$ cat config.mk
export PLATFORM = sky130hd
export DESIGN_NAME = ram_stream_writer_flat
export DESIGN_NICKNAME = d
export VERILOG_FILES = /design/src/rtl/ram_stream_writer_if.sv /design/src/rtl/ram_stream_writer.sv /design/src/flat_wrapper.sv
export SDC_FILE = /design/constraint.sdc
export NUM_CORES = 1
export LEC_CHECK = 0
export ABC_AREA = 1
export CAP_MARGIN = 20
export CORE_MARGIN = 1
export CORE_UTILIZATION = 41
export DETAILED_ROUTE_END_ITERATION = 10
export PLACE_DENSITY_LB_ADDON = 0.3
export SLEW_MARGIN = 10
export SYNTH_ARGS = -nofsm -noshare
export SYNTH_HDL_FRONTEND = slang
export SYNTH_SLANG_ARGS = --single-unit
$ cat constraint.sdc
create_clock -name clock -period 1.32 [get_ports clock]
set_clock_uncertainty 0.05 [all_clocks]
set_input_delay 0.264 -clock clock [delete_from_list [all_inputs] [get_ports clock]]
set_output_delay 0.264 -clock clock [all_outputs]
set_load 0.05 [all_outputs]
$ cat src/rtl/ram_stream_writer_if.sv
// ram_stream_writer_if: byte stream into, and single-port RAM port out of, ram_stream_writer
interface ram_stream_writer_if #(
    parameter int DATA_W = 8,
    parameter int ADDR_W = 5
);
    logic              s_valid;
    logic [DATA_W-1:0] s_data;
    logic              s_ready;
    logic              ram_en;
    logic              ram_we;
    logic [ADDR_W-1:0] ram_addr;
    logic [DATA_W-1:0] ram_din;
    logic [DATA_W-1:0] ram_dout;
    modport master (
        input  s_valid, s_data, ram_dout,
        output s_ready, ram_en, ram_we, ram_addr, ram_din
    );
    modport slave (
        output s_valid, s_data, ram_dout,
        input  s_ready, ram_en, ram_we, ram_addr, ram_din
    );
endinterface

$ cat src/rtl/ram_stream_writer.sv
// ram_stream_writer: loads DEPTH stream words into a block RAM from BASE_ADDR; VERIFY_EN adds a readback checksum pass
module ram_stream_writer #(
    parameter int DATA_W    = 8,
    parameter int ADDR_W    = 5,
    parameter int DEPTH     = 32,
    parameter int BASE_ADDR = 0
) (
    input  logic                clock,
    input  logic                rst_n,
    input  logic                start,
    ram_stream_writer_if.master bus,
    output logic                busy,
    output logic                done,
    output logic [ADDR_W:0]     wr_count,
    output logic                verify_ok
);
    localparam logic [ADDR_W-1:0] BASE     = ADDR_W'(BASE_ADDR);
    localparam logic [ADDR_W:0]   CNT_LAST = (ADDR_W+1)'(DEPTH - 1);
    typedef enum logic [2:0] {IDLE, WRITE, FLUSH, VRD, VWAIT, DONE} state_t;
    state_t            state;
    logic [ADDR_W-1:0] addr;
    logic [15:0]       wsum;
    logic              hs;
    // s_ready is only ever high in WRITE, so it alone qualifies the handshake
    assign hs = bus.s_valid & bus.s_ready;
`ifdef VERIFY_EN
    localparam logic [ADDR_W:0] CNT_DEPTH = (ADDR_W+1)'(DEPTH);
    logic [ADDR_W:0]   rcnt;
    logic [ADDR_W-1:0] raddr;
    logic [15:0]       rsum;
    logic [15:0]       rsum_nx;
    logic              rv;
    // rv marks the cycle after a read strobe, when douta holds that word
    assign rsum_nx = rsum + (rv ? 16'(bus.ram_dout) : 16'd0);
`else
    logic unused;
    assign unused = ^bus.ram_dout;
`endif
    // load sequencer: every output is registered here
    always_ff @(posedge clock or negedge rst_n) begin
        if (!rst_n) begin
            state        <= IDLE;
            addr         <= '0;
            wsum         <= '0;
            wr_count     <= '0;
            busy         <= 1'b0;
            done         <= 1'b0;
            verify_ok    <= 1'b0;
            bus.s_ready  <= 1'b0;
            bus.ram_en   <= 1'b0;
            bus.ram_we   <= 1'b0;
            bus.ram_addr <= '0;
            bus.ram_din  <= '0;
`ifdef VERIFY_EN
            rcnt         <= '0;
            raddr        <= '0;
            rsum         <= '0;
            rv           <= 1'b0;
`endif
        end else begin
            done       <= 1'b0;
            bus.ram_en <= 1'b0;
            bus.ram_we <= 1'b0;
`ifdef VERIFY_EN
            rv         <= bus.ram_en & ~bus.ram_we;
            rsum       <= rsum_nx;
`endif
            case (state)
                IDLE: if (start) begin
                    state       <= WRITE;
                    addr        <= BASE;
                    wr_count    <= '0;
                    wsum        <= '0;
                    verify_ok   <= 1'b0;
                    busy        <= 1'b1;
                    bus.s_ready <= 1'b1;
`ifdef VERIFY_EN
                    rsum        <= '0;
`endif
                end
                WRITE: if (hs) begin
                    bus.ram_en   <= 1'b1;
                    bus.ram_we   <= 1'b1;
                    bus.ram_addr <= addr;
                    bus.ram_din  <= bus.s_data;
                    addr         <= addr + ADDR_W'(1);
                    wr_count     <= wr_count + (ADDR_W+1)'(1);
                    wsum         <= wsum + 16'(bus.s_data);
                    if (wr_count == CNT_LAST) begin
                        state       <= FLUSH;
                        bus.s_ready <= 1'b0;
                    end
                end
`ifdef VERIFY_EN
                FLUSH: begin
                    state        <= VRD;
                    bus.ram_en   <= 1'b1;
                    bus.ram_addr <= BASE;
                    raddr        <= BASE + ADDR_W'(1);
                    rcnt         <= (ADDR_W+1)'(1);
                end
                VRD: if (rcnt == CNT_DEPTH) state <= VWAIT;
                else begin
                    bus.ram_en   <= 1'b1;
                    bus.ram_addr <= raddr;
                    raddr        <= raddr + ADDR_W'(1);
                    rcnt         <= rcnt + (ADDR_W+1)'(1);
                end
                VWAIT: begin
                    state     <= DONE;
                    busy      <= 1'b0;
                    done      <= 1'b1;
                    verify_ok <= rsum_nx == wsum;
                end
`else
                FLUSH: begin
                    state <= DONE;
                    busy  <= 1'b0;
                    done  <= 1'b1;
                end
`endif
                DONE:    state <= IDLE;
                default: state <= IDLE;
            endcase
        end
    end
endmodule
$ cat src/flat_wrapper.sv
// flat-port wrapper written by rule: the top's interface ports become plain ports
module ram_stream_writer_flat 
#(
    parameter int DATA_W    = 8,
    parameter int ADDR_W    = 5,
    parameter int DEPTH     = 32,
    parameter int BASE_ADDR = 0
)
  (clock, rst_n, start, busy, done, wr_count, verify_ok, bus_s_valid, bus_s_data, bus_ram_dout, bus_s_ready, bus_ram_en, bus_ram_we, bus_ram_addr, bus_ram_din);
  ram_stream_writer_if #(.DATA_W(DATA_W), .ADDR_W(ADDR_W)) bus_i ();
  input  logic clock;
  input  logic rst_n;
  input  logic start;
  output logic busy;
  output logic done;
  output logic [ADDR_W:0] wr_count;
  output logic verify_ok;
  input wire logic [$bits(bus_i.s_valid)-1:0] bus_s_valid;
  input wire logic [$bits(bus_i.s_data)-1:0] bus_s_data;
  input wire logic [$bits(bus_i.ram_dout)-1:0] bus_ram_dout;
  output wire logic [$bits(bus_i.s_ready)-1:0] bus_s_ready;
  output wire logic [$bits(bus_i.ram_en)-1:0] bus_ram_en;
  output wire logic [$bits(bus_i.ram_we)-1:0] bus_ram_we;
  output wire logic [$bits(bus_i.ram_addr)-1:0] bus_ram_addr;
  output wire logic [$bits(bus_i.ram_din)-1:0] bus_ram_din;
  assign bus_i.s_valid = bus_s_valid;
  assign bus_i.s_data = bus_s_data;
  assign bus_i.ram_dout = bus_ram_dout;
  assign bus_s_ready = bus_i.s_ready;
  assign bus_ram_en = bus_i.ram_en;
  assign bus_ram_we = bus_i.ram_we;
  assign bus_ram_addr = bus_i.ram_addr;
  assign bus_ram_din = bus_i.ram_din;
  ram_stream_writer #(.DATA_W(DATA_W), .ADDR_W(ADDR_W), .DEPTH(DEPTH), .BASE_ADDR(BASE_ADDR)) u_core (.clock(clock), .rst_n(rst_n), .start(start), .bus(bus_i), .busy(busy), .done(done), .wr_count(wr_count), .verify_ok(verify_ok));
endmodule
=== After elaboration in Yosys (flattened, before gate mapping) ===
Index checks and enable logic that the tools add are counted.

* Shift-type cells: 0
* Multipliers: 0
* Magnitude comparators: 0
* Bitwise gates (word level): 1
* Equal/unequal tests: 6
* Add/subtract/negate cells: 2
* Muxes and demuxes: 18
* Reductions and logical operators: 8
* Div/mod/pow operators: 0

{| class="wikitable"
|+ Operators by type and width
! kind !! count
|-
| $mux W6 || 2
|-
| $pmux W6 S2 || 1
|-
| $mux W5 || 2
|-
| $pmux W5 S2 || 1
|-
| $mux W3 || 3
|-
| $pmux W3 S3 || 1
|-
| $add A6 B1 Y6 const B || 1
|-
| $eq A6 B5 Y1 const B || 1
|-
| $mux W1 || 6
|-
| $reduce_and A3 Y1 || 2
|-
| $add A5 B1 Y5 const B || 1
|-
| $ne A2 B1 Y1 const B || 2
|-
| $pmux W1 S2 || 2
|-
| $reduce_and A2 Y1 || 2
|-
| $reduce_and A4 Y1 || 1
|-
| $reduce_bool A2 Y1 || 2
|-
| $eq A3 B1 Y1 const B || 1
|-
| $eq A3 B2 Y1 const B || 1
|-
| $logic_not A3 Y1 || 1
|-
| $ne A2 B2 Y1 const B || 1
|-
| $and A1 B1 Y1 || 1
|}

* Flip-flop bits (word level): 31
* Input bits: 20
* RAM bits: 0
* Memories: 0
* Latch bits: 0
* ROM bits: 0

=== Depth between registers and ports, before layout ===
Gate-level depths: netlist of the first run.

* Depth in word-level cells: 4
* Mapped depth: 8

=== Worst setup path after synthesis of the first run ===
OpenSTA, ideal clock, no wires.

* Path kind: reg2reg
* From: register u_core.bus.s_ready
* To: register u_core.wr_count[3]
* Required time: 1.157 ns
* Cell stages (with the launch flop): 9
* Arrival: 1.420 ns
* Setup slack: -0.263 ns
* Setup time: 0.113 ns
* Cells stage by stage: dfrtp_1 -> nand2_1 -> inv_1 -> nand3_4 -> nand2_2 -> buf_6 -> nand2_2 -> nand2_1 -> inv_1

* Word-level cells in the longest chain between the ends: 3

{| class="wikitable"
|+ Ends and longest elaborated chain
! what !! RTL line !! RTL
|-
| start, declared || ram_stream_writer_if.sv:16 || <nowiki>output s_ready, ram_en, ram_we, ram_addr, ram_din</nowiki>
|-
| start signal, assigned || ram_stream_writer.sv:49 || <nowiki>bus.s_ready <= 1'b0;</nowiki>
|-
| start signal, assigned || ram_stream_writer.sv:76 || <nowiki>bus.s_ready <= 1'b1;</nowiki>
|-
| start signal, assigned || ram_stream_writer.sv:91 || <nowiki>bus.s_ready <= 1'b0;</nowiki>
|-
| $and A1 B1 Y1 || ram_stream_writer.sv:25 || <nowiki>assign hs = bus.s_valid & bus.s_ready;</nowiki>
|-
| $ne A2 B1 Y1 (no source line) || -- ||
|-
| $reduce_and A3 Y1 (no source line) || -- ||
|-
| end signal, assigned || ram_stream_writer.sv:87 || <nowiki>wr_count <= wr_count + (ADDR_W+1)'(1);</nowiki>
|-
| end, declared || ram_stream_writer.sv:14 || <nowiki>output logic [ADDR_W:0] wr_count,</nowiki>
|}

No other way between the ends.
A chain may end at the register's enable or synchronous reset.

=== Worst setup path after layout of the first run ===
* From: register u_core.state[1]
* To: register u_core.addr[2]

* Word-level cells in the longest chain between the ends: 3
* Elaborated cells on any way between the ends: 7
* Classes of those cells: 3 x eq/ne; 1 x mux; 3 x reduce/logical

{| class="wikitable"
|+ Ends and longest elaborated chain
! what !! RTL line !! RTL
|-
| start, declared || ram_stream_writer.sv:20 || <nowiki>state_t state;</nowiki>
|-
| start signal, assigned || ram_stream_writer.sv:42 || <nowiki>state <= IDLE;</nowiki>
|-
| start signal, assigned || ram_stream_writer.sv:70 || <nowiki>state <= WRITE;</nowiki>
|-
| start signal, assigned || ram_stream_writer.sv:90 || <nowiki>state <= FLUSH;</nowiki>
|-
| $eq A3 B1 Y1 or $logic_not A3 Y1 (tied branches) || ram_stream_writer.sv:68 || <nowiki>case (state)</nowiki>
|-
| $ne A2 B1 Y1 (no source line) (tied with other cells) || -- ||
|-
| $reduce_and A3 Y1 (no source line) || -- ||
|-
| end signal, assigned || ram_stream_writer.sv:86 || <nowiki>addr <= addr + ADDR_W'(1);</nowiki>
|-
| end, declared || ram_stream_writer.sv:21 || <nowiki>logic [ADDR_W-1:0] addr;</nowiki>
|}

Several ways; a longest one is shown, not always the timed one.

==> results of run 1 <==
-- logic make-up (layout without fill, tap and decap cells) --
family,after synthesis,after routing,share of synthesized area
AND/OR/NAND/NOR,94,94,0.298
flip-flops,31,31,0.553
buffers and inverters,22,72,0.0757
AO/OA/AOI/OAI,14,14,0.0535
adder cells (fa/ha/maj),2,2,0.0178
other,1,1,0.00267
-- flip-flops by register name (all words and copies together) (netlist names) --
signal	cells
u_core.addr	5
u_core.bus.ram_addr	5
u_core.bus.ram_din	8
u_core.bus.ram_we	1
u_core.bus.s_ready	1
u_core.busy	1
u_core.done	1
u_core.state	3
u_core.wr_count	6
-- layer usage --
metal / up-vias / track usage / wire, um
met5: - / 0 / 0
met2: 22 / 0.330 / 1690
met4: 0 / 0.0779 / 34
met1: 554 / 0.242 / 1340
met3: 5 / 0.0512 / 117
li1: 610 / - / -
-- per-stage QoR --
stage	total power, W	cells	utilization
after CTS	0.00392	254	0.688
final	0.00391	258	0.700
after floorplan	0.00240	164	-
after global routing	0.00412	258	0.700
after detailed placement	0.00341	246	0.672
after global placement	0.00334	246	0.672
-- power by group through the flow --
stage / Sequential (W) / Clock [W] / Combinational (W)
6_report: 0.00149 / 0.000518 / 0.00191
5_1_grt: 0.00152 / 0.000574 / 0.00202
4_1_cts: 0.00149 / 0.000528 / 0.00190
3_5_place_dp: 0.00151 / 0 / 0.00190
3_3_place_gp: 0.00149 / 0 / 0.00185
2_1_floorplan: 0.00196 / 0 / 0.000440
-- worst max-delay path: cells and delay by family, from the launching register on --
kind	cells	cell delay (ps)
AOI/OAI and AO/OA	1	90
buffers and inverters	1	170
DFF	1	420
and+or+nand+nor	4	530
-- layout by cell type, fill, tap and decap left out --
cell                               n
sky130_fd_sc_hd__clkdlybuf4s50_1  11
sky130_fd_sc_hd__inv_1            13
sky130_fd_sc_hd__nand3_4           1
sky130_fd_sc_hd__nand2_2           4
sky130_fd_sc_hd__dfrtp_2           6
sky130_fd_sc_hd__nor2_2            1
sky130_fd_sc_hd__ha_4              1
sky130_fd_sc_hd__clkinv_2          1
sky130_fd_sc_hd__o21ai_0           3
sky130_fd_sc_hd__nor3b_1           1
sky130_fd_sc_hd__clkbuf_1          2
sky130_fd_sc_hd__dfrtp_1          25
sky130_fd_sc_hd__nor2_1           11
sky130_fd_sc_hd__clkbuf_4          5
sky130_fd_sc_hd__inv_2             4
sky130_fd_sc_hd__nand2_4           2
sky130_fd_sc_hd__a21oi_1           1
sky130_fd_sc_hd__o21ai_1           8
sky130_fd_sc_hd__ha_1              1
sky130_fd_sc_hd__nor2_4            2
sky130_fd_sc_hd__conb_1            1
sky130_fd_sc_hd__buf_4            10
sky130_fd_sc_hd__nand3_1           8
sky130_fd_sc_hd__nand3_2           1
sky130_fd_sc_hd__buf_12           26
sky130_fd_sc_hd__nand2_1          61
sky130_fd_sc_hd__o211ai_1          1
sky130_fd_sc_hd__nor3_1            1
sky130_fd_sc_hd__o21a_1            1
sky130_fd_sc_hd__nand4_1           1
-- worst max path at each step --
stage                    endpoint  slack, ps  depth (start not counted)
3_5_place_dp   u_core.wr_count[0]       -220                          8
5_1_grt        u_core.wr_count[5]        -50                          6
4_1_cts               wr_count[0]         30                          1
3_3_place_gp   u_core.wr_count[0]       -190                          8
2_1_floorplan  u_core.wr_count[3]         10                          8
6_report           u_core.addr[2]        -10                          6
-- repair_timing --
item | CTS | global route
setup buffers | 0 | 4
endpoints found under the setup margin | 0 | 18
gates resized for setup | 0 | 7
-- layout make-up --
class / instances / area [um2]
clock buffer: 7 / 45.0
clock inverter: 1 / 5.00
fill: 269 / 946
inverter: 17 / 63.8
multi-input combinational: 111 / 549
sequential: 31 / 783
tap: 44 / 55.1
timing repair buffer: 47 / 706
==> metrics.txt, run 1 <==
height of the die=60.5 um; Layout Nets=235; GR Overflow Total=0; post-synth top area cell=sky130_fd_sc_hd__dfrtp_1; root buffer cell=sky130_fd_sc_hd__clkbuf_4; proportion of synthesized chip area in sequential cells=0.553; TritonCTS clock tree=yes; worst-path maximum fanout=7; placed cell area=2120 um2; number of global-route vias before repair=1153; Net Count, Synth=186; overall track demand over capacity in global routing=0.196; number of antenna-violating nets in the routed design=0; ranking of synthesized cells by instance count=sky130_fd_sc_hd__nand2_1, sky130_fd_sc_hd__dfrtp_1, sky130_fd_sc_hd__inv_1, sky130_fd_sc_hd__nor2_1, sky130_fd_sc_hd__nand3_1; average cell area after synthesis=8.56 um2; Gate Count Post-Synth=164; ANT cells=0; total wire length=3.18 mm; detailed placement HPWL=2.43 mm; Peak supply drop=0.945 mV; final-report max-slew violation count=0; starting utilization of the core area=0.445; distinct cell type count of the synthesized netlist=24; sequential cell fraction of total power=0.380; most common flop cell mapped by yosys=sky130_fd_sc_hd__dfrtp_1; worst setup margin=-14.7 ps; share of layout cells above drive strength 1=0.299; Final Hold Slack=233 ps; class of the most critical hold timing path=input port to asynchronous set/reset pin; area overhead of the layout relative to synthesis=57.2%; die outline area=3660 um2; first-pass iteration count of the detailed router=4; async set-reset flop share out of synthesis=1.00; wire length of the first global-routing pass=5.18 mm; initial antenna violation count=0; Worst R2R End=u_core.addr[2]; CP cell instances=nor2_4 > nand2_4 > buf_4 > nor3_1 > nand2_1 > o21ai_1; final hold viol count=0; switching power share of the total=0.414; Worst Path Arrival=1540 ps; global placement routability congestion=0.760; Bufs on Longest Clock Path=2; Iteration-0 DRC Markers=22; Logic pwr share=0.487; critical path class=register to register; die outline width=60.5 um; synthesized flop and latch total=31; beginning of the worst register-to-register path=u_core.state[1]; status=complete, but fails checks; RSZ-0062 raised after global routing=yes; failing checks=negative setup slack; core area=3150 um2; top cells by area, synth=sky130_fd_sc_hd__dfrtp_1, sky130_fd_sc_hd__nand2_1, sky130_fd_sc_hd__inv_1; worst endpoint required time=1530 ps; CTS sink count=31; sort of element at the start of the critical path=register; Register-to-Register Setup Slack=-10 ps; Inserted Clock Buffers=5; start point of the critical path=u_core.state[1]; peak per-stage delay on the critical path=420 ps; power per unit of standard cell area=1770 nW/um2; TNS Setup=-14.7 ps; placement-stage worst setup slack=-218 ps; Period Utilization, post-route=1.01; final critical path time including I/O delays and setup=1330 ps; post-CTS clock slew at the launch and capture registers of the worst setup and hold paths=90 ps; switching power summed over all nets=0.00162 W; maximum number of pins on one net before global-route repair=32; count of vias placed by the detailed router=1191; Internal Pwr Total=0.00229 W; number of max-capacitance violations reported=0; most frequent cell after synthesis=sky130_fd_sc_hd__nand2_1; maximum clock frequency=749 MHz; PortBufs=35; area of the mapped netlist=1400 um2; cts hold-fix bufs=0; number of warnings printed during yosys synthesis=0; total non-filler cell area in the finished layout=2210 um2; Wirelength per Cell=12.3 um; CTS H-Tree Depth=2; cell row count=20; Reg2Reg Depth=6; clock network fraction of design power=0.132; Clock Latency Late Sink=330 ps; Ports=45; Remaining DRCs=0; leakage power=1.08 nW; Vias per Instance=4.62; master of the slowest instance on the critical path=sky130_fd_sc_hd__dfrtp_1; EDFF count, synth=0; final setup violation count=1; type of destination of the critical path=register; Synth top area share=0.553
(Power assumes the default switching activity.)
==> run 2, diff against run 1 <==
--- a/config.mk
+++ b/config.mk
@@ -6,8 +6,7 @@
 export NUM_CORES = 1
 export LEC_CHECK = 0
 export ABC_AREA = 1
-export CAP_MARGIN = 20
-export CORE_MARGIN = 1
+export CORE_MARGIN = 3
 export CORE_UTILIZATION = 41
 export DETAILED_ROUTE_END_ITERATION = 10
 export PLACE_DENSITY_LB_ADDON = 0.3
==> run 2 against run 1 <==
Compared with the run above:
- the run still ends with negative setup slack left
- wire length increased by 5.0%
- register-to-register slack about the same
- worst hold slack improved by 7.1 ps
- non-clock buffer count increased by 5
- design area increased by 2.5%
- core utilization increased by 1.7 points
- power increased by 1.4%
- global-route usage decreased by 3.5 points
- sequential cell count unchanged
- critical path type unchanged
- critical endpoint is now u_core.bus.ram_din[6]
==> metrics.txt, run 2 (synthesis gave the netlist of run 1 again) <==
height of the die=64.5 um (+6.6%); Register-to-Register Setup Slack=-6 ps (about the same); global placement routability congestion=0.796 (+4.8%); max reg flops=8 (unchanged); biggest regs=u_core.bus.ram_din x8, u_core.wr_count x6; Layout Nets=240 (+2.1%); Remaining DRCs=0 (unchanged); largest reg by FF count=u_core.bus.ram_din; termination of the worst setup path=u_core.bus.ram_din[6]; start point of the critical path=u_core.state[1]; cell count along the critical path=6 (unchanged); Inserted Clock Buffers=5 (unchanged); Period Utilization, post-route=1.00 (-0.00629); leading cell types in the layout, fill and taps excluded=sky130_fd_sc_hd__nand2_1, sky130_fd_sc_hd__buf_12, sky130_fd_sc_hd__dfrtp_1; number of buffers and inverters on the critical path=1 (unchanged); Worst Path Arrival=1550 ps (about the same); TNS Setup=-6.35 ps (+8.30 ps); Clock Latency Late Sink=330 ps (about the same); failing checks=negative setup slack; GR Overflow Total=0 (unchanged); Ports=45 (unchanged); root buffer cell=sky130_fd_sc_hd__clkbuf_4; maximum clock frequency=754 MHz (+0.63%); die outline area=4160 um2 (+14%); number of max-capacitance violations reported=0 (unchanged); status=complete, but fails checks; Reg2Reg Depth=6 (unchanged); CTS H-Tree Depth=2 (unchanged); final critical path time including I/O delays and setup=1330 ps (-8.30 ps); cell row count=20 (unchanged); number of antenna-violating nets in the routed design=0 (unchanged); Final Hold Slack=240 ps (+7.11 ps); PortBufs=35 (unchanged); peak per-stage delay on the critical path=420 ps (about the same); worst endpoint required time=1540 ps (about the same); final setup violation count=1 (unchanged); TritonCTS clock tree=yes; master of the slowest instance on the critical path=sky130_fd_sc_hd__dfrtp_1; Iteration-0 DRC Markers=37 (+68%); Worst R2R End=u_core.bus.ram_din[6]; initial antenna violation count=0 (unchanged); Bufs on Longest Clock Path=2 (unchanged); area overhead of the layout relative to synthesis=61.1%; detailed placement HPWL=2.39 mm (-1.8%); worst-path maximum fanout=10 (+3); final-report max-slew violation count=0 (unchanged); beginning of the worst register-to-register path=u_core.state[1]; fillers=251 (-6.7%); sort of element at the start of the critical path=register; critical path class=register to register; total non-filler cell area in the finished layout=2260 um2 (+2.5%); overall track demand over capacity in global routing=0.162 (-0.0347); CTS sink count=31 (unchanged); wire length of the first global-routing pass=5.09 mm (-1.7%); starting utilization of the core area=0.445 (unchanged); ANT cells=0 (unchanged); maximum number of pins on one net before global-route repair=32 (unchanged); share of layout cells above drive strength 1=0.324 (+0.0251); placed cell area=2140 um2 (+0.94%); core area=3150 um2 (unchanged); first-pass iteration count of the detailed router=4 (unchanged); class of the most critical hold timing path=input port to asynchronous set/reset pin; cts hold-fix bufs=0 (unchanged); commonest non-fill, non-tap cell in the layout=sky130_fd_sc_hd__nand2_1; worst setup margin=-6.35 ps (+8.30 ps); Vias per Instance=4.71 (+2.1%); total wire length=3.34 mm (+5.0%); count of vias placed by the detailed router=1240 (+4.1%); leakage power=1.11 nW (+2.6%); power per unit of standard cell area=1750 nW/um2 (-1.1%); Wirelength per Cell=12.7 um (+3.0%); number of global-route vias before repair=1130 (-2.0%); Peak supply drop=0.918 mV (-2.8%); CP cell instances=nor2_4 > nand2_4 > nor2_4 > buf_12 > nand2_1 > nand2_1; type of destination of the critical path=register; RSZ-0062 raised after global routing=yes; final hold viol count=0 (unchanged); post-CTS clock slew at the launch and capture registers of the worst setup and hold paths=100 ps (about the same); dominant delay contributor by cell family on the critical path=simple AND/OR/NAND/NOR gates; die outline width=64.5 um (+6.6%)
-- run 2: worst min path at each step --
stage / start / to / slack (ps) / depth (start not counted)
floorplan: rst_n / u_core.addr[0] / -80 / 0
global placement: u_core.addr[4] / u_core.addr[4] / 440 / 2
detailed placement: u_core.addr[4] / u_core.addr[4] / 470 / 2
CTS: rst_n / u_core.wr_count[5] / 240 / 2
global route: rst_n / u_core.busy / 250 / 2
finish: rst_n / u_core.wr_count[4] / 240 / 2
-- run 2: report_power, final --
| group | total, W | switching, W | leakage [nW] | internal (W) |
|---|---|---|---|---|
| clock | 0.000523 | 0.000316 | 0.0293 | 0.000207 |
| sequential | 0.00149 | 0.000311 | 0.382 | 0.00118 |
| combinational | 0.00195 | 0.00101 | 0.694 | 0.000938 |
| total | 0.00396 | 0.00164 | 1.11 | 0.00233 |
-- run 2: area by class of cell --
cell class	count	area (um2)	area share
Sequential cell	31	783	0.346
Timing Repair Buffer	52	756	0.334
Multi-Input combinational cell	111	554	0.245
Inverter	17	63.8	0.0282
Tap cell	44	55.1	0.0243
Clock buffer	7	45.0	0.0199
Clock inverter	1	5.00	0.00221
-- run 2: metal layers --
layer,GRT usage,wire (um),vias to the layer above
met5,0,0,-
met4,0.0633,62,0
met3,0.0468,148,8
met2,0.286,1800,31
met1,0.182,1330,585
li1,-,-,616
-- run 2: through the flow --
stage | setup slack, ps | std cells | total power (W) | utilization
floorplan | 12.6 | 164 | 0.00240 | -
global placement | -182 | 247 | 0.00335 | 0.679
detailed placement | -238 | 247 | 0.00340 | 0.679
CTS | 9.16 | 255 | 0.00392 | 0.694
global route | -36.0 | 263 | 0.00418 | 0.717
finish | -6.35 | 263 | 0.00396 | 0.717
-- run 2: repair_timing --
action / 4_1_cts / 5_1_grt
setup endpoints to repair: 0 / 15
gates resized for setup: 0 / 7
buffers inserted: 0 / 8
==> run 3, diff against run 2 <==
--- a/config.mk
+++ b/config.mk
@@ -6,8 +6,9 @@
 export NUM_CORES = 1
 export LEC_CHECK = 0
 export ABC_AREA = 1
+export CAP_MARGIN = 20
 export CORE_MARGIN = 3
-export CORE_UTILIZATION = 41
+export CORE_UTILIZATION = 43
 export DETAILED_ROUTE_END_ITERATION = 10
 export PLACE_DENSITY_LB_ADDON = 0.3
 export SLEW_MARGIN = 10
==> run 3 against run 2 <==
Compared with the run above:
- the flow now finishes without violations
- power hardly changed
- critical path depth did not move
- sequential share of layout area increased by 0.52 points
- maximum frequency up 2.6%
- setup slack better by 33 ps
- critical endpoint is now u_core.addr[2]
- largest power group unchanged
- highest routed layer unchanged
==> metrics.txt, run 3 (synthesis gave the netlist of run 1 again) <==
status=finished clean; Internal Pwr Total=0.00234 W (+0.66%); beginning of the worst register-to-register path=u_core.state[1]; fillers=213 (-15%); sequential cell fraction of total power=0.375 (about the same); TNS Setup=0 ps (+6.35 ps); Ports=45 (unchanged); class of the most critical hold timing path=input port to asynchronous set/reset pin; share of layout cells above drive strength 1=0.313 (-0.0111); final setup violation count=0 (-1); master of the slowest instance on the critical path=sky130_fd_sc_hd__dfrtp_1; final-report max-slew violation count=0 (unchanged); count of vias placed by the detailed router=1215 (-2.0%); critical path class=register to register; maximum clock frequency=773 MHz (+2.6%); sort of element at the start of the critical path=register; initial antenna violation count=0 (unchanged); leakage power=1.09 nW (-1.6%); TritonCTS clock tree=yes; Met2 Wirelength=1.72 mm (-4.2%); final critical path time including I/O delays and setup=1290 ps (-33.5 ps); biggest regs=u_core.bus.ram_din x8, u_core.wr_count x6; height of the die=63.1 um (-2.1%); Remaining DRCs=0 (unchanged); Bufs on Longest Clock Path=2 (unchanged); Worst Path Arrival=1510 ps (-40 ps); Inserted Clock Buffers=5 (unchanged); area overhead of the layout relative to synthesis=59.0%; sum of met3 wire segment lengths after detailed routing=140 um (-5.4%); starting utilization of the core area=0.456 (+0.0109); Peak supply drop=1.22 mV (+33%); CP cell instances=nor2_4 > nand2_4 > buf_4 > nor3_1 > nand2_1 > o21ai_1; cell row count=20 (unchanged); Layout Nets=236 (-1.7%); dominant delay contributor by cell family on the critical path=simple AND/OR/NAND/NOR gates; Register-to-Register Setup Slack=30 ps (+30 ps); root buffer cell=sky130_fd_sc_hd__clkbuf_4; commonest non-fill, non-tap cell in the layout=sky130_fd_sc_hd__nand2_1; number of antenna-violating nets in the routed design=0 (unchanged); global placement routability congestion=0.810 (+1.7%); Wirelength per Cell=12.4 um (-2.1%); worst endpoint required time=1530 ps (about the same); Reg2Reg Depth=6 (unchanged); Iteration-0 DRC Markers=43 (+16%); total non-filler cell area in the finished layout=2230 um2 (-1.3%); Worst R2R End=u_core.addr[2]; GR Overflow Total=0 (unchanged); clock network fraction of design power=0.141 (+0.009); type of destination of the critical path=register; core area=3080 um2 (-2.4%); multi-input combinational cell area=556 um2 (+0.23%); switching power share of the total=0.409 (-0.00410); Clock Latency Late Sink=330 ps (about the same); peak per-stage delay on the critical path=430 ps (about the same); area occupied by registers=785 um2 (+0.16%); Logic pwr share=0.484 (-0.008); final hold viol count=0 (unchanged); number of max-capacitance violations reported=0 (unchanged); number of buffers and inverters on the critical path=1 (unchanged); PortBufs=35 (unchanged); power per unit of standard cell area=1780 nW/um2 (+1.3%); ANT cells=0 (unchanged); placed cell area=2120 um2 (-0.94%); DR top layer=met4; leading cell types in the layout, fill and taps excluded=sky130_fd_sc_hd__nand2_1, sky130_fd_sc_hd__buf_12, sky130_fd_sc_hd__dfrtp_1; overall track demand over capacity in global routing=0.182 (+0.0206); die outline width=63.1 um (-2.1%); die outline area=3990 um2 (-4.2%); total wire length=3.21 mm (-3.9%); maximum number of pins on one net before global-route repair=32 (unchanged); number of global-route vias before repair=1139 (+0.80%); Period Utilization, post-route=0.979 (-0.0254); wire length of the first global-routing pass=5.49 mm (+7.9%); CTS sink count=31 (unchanged); Vias per Instance=4.71 (-0.12%); post-route met1 wirelength=1.27 mm (-4.3%); post-CTS clock slew at the launch and capture registers of the worst setup and hold paths=90 ps (about the same); switching power summed over all nets=0.00162 W (-1.0%); CTS H-Tree Depth=2 (unchanged); largest reg by FF count=u_core.bus.ram_din; Final Hold Slack=236 ps (-4.51 ps); worst-path maximum fanout=7 (-3); first-pass iteration count of the detailed router=4 (unchanged); max reg flops=8 (unchanged); detailed placement HPWL=2.42 mm (+1.5%); RSZ-0062 raised after global routing=yes
-- run 3: how the worst max path moves through the flow --
stage                       start                     to  slack, ps  cells past startpoint
2_1_floorplan  u_core.bus.s_ready     u_core.wr_count[3]         10                      8
5_1_grt           u_core.state[1]  u_core.bus.ram_din[7]        -60                      6
4_1_cts        u_core.wr_count[0]            wr_count[0]         20                      1
6_report          u_core.state[1]         u_core.addr[2]         30                      6
3_5_place_dp          bus_s_valid         u_core.addr[4]       -250                      8
3_3_place_gp          bus_s_valid     u_core.wr_count[0]       -190                      8
-- run 3: per-stage QoR --
step | cells | total power, W | setup WS, ps | utilization
final | 258 | 0.00396 | 27.1 | 0.725
after global routing | 258 | 0.00421 | -63.6 | 0.725
after CTS | 253 | 0.00398 | 16.8 | 0.707
after detailed placement | 246 | 0.00341 | -251 | 0.689
after global placement | 246 | 0.00334 | -194 | 0.689
after floorplan | 164 | 0.00240 | 12.6 | -
-- run 3: timing repair --
| item | 4_1_cts | 5_1_grt |
|---|---|---|
| hold buffers | 0 | 0 |
| endpoints found under the setup margin | 1 | 24 |
| gates resized for setup | 1 | 8 |
| pin swaps | 0 | 3 |
| setup buffers | 0 | 5 |
-- run 3: power groups by stage --
stage | clock (W) | combinational, W | sequential, W
6_report | 0.000559 | 0.00192 | 0.00148
5_1_grt | 0.000644 | 0.00204 | 0.00152
4_1_cts | 0.000589 | 0.00191 | 0.00148
3_5_place_dp | 0 | 0.00191 | 0.00150
3_3_place_gp | 0 | 0.00186 | 0.00149
2_1_floorplan | 0 | 0.000440 | 0.00196
-- run 3: area by class of cell --
| cell class | count | area share |
|---|---|---|
| clock buffers | 6 | 0.0230 |
| clock inverters | 1 | 0.00224 |
| inverters | 17 | 0.0286 |
| multi-input cells | 111 | 0.249 |
| flip-flops and latches | 31 | 0.351 |
| well taps | 44 | 0.0247 |
| repair buffers | 48 | 0.321 |
-- run 3: metal layers --
layer | track usage | vias up
li1 | - | 603
met1 | 0.213 | 582
met2 | 0.300 | 24
met3 | 0.0606 | 6
met4 | 0.0854 | 0
met5 | 0 | -
-- run 3: worst reg2reg max path: cells and delay by family, from the launching register on --
family | cells | cell delay (ps)
DFF | 1 | 430
buffers and inverters | 1 | 160
AOI/OAI and AO/OA | 1 | 80
and+or+nand+nor | 4 | 500
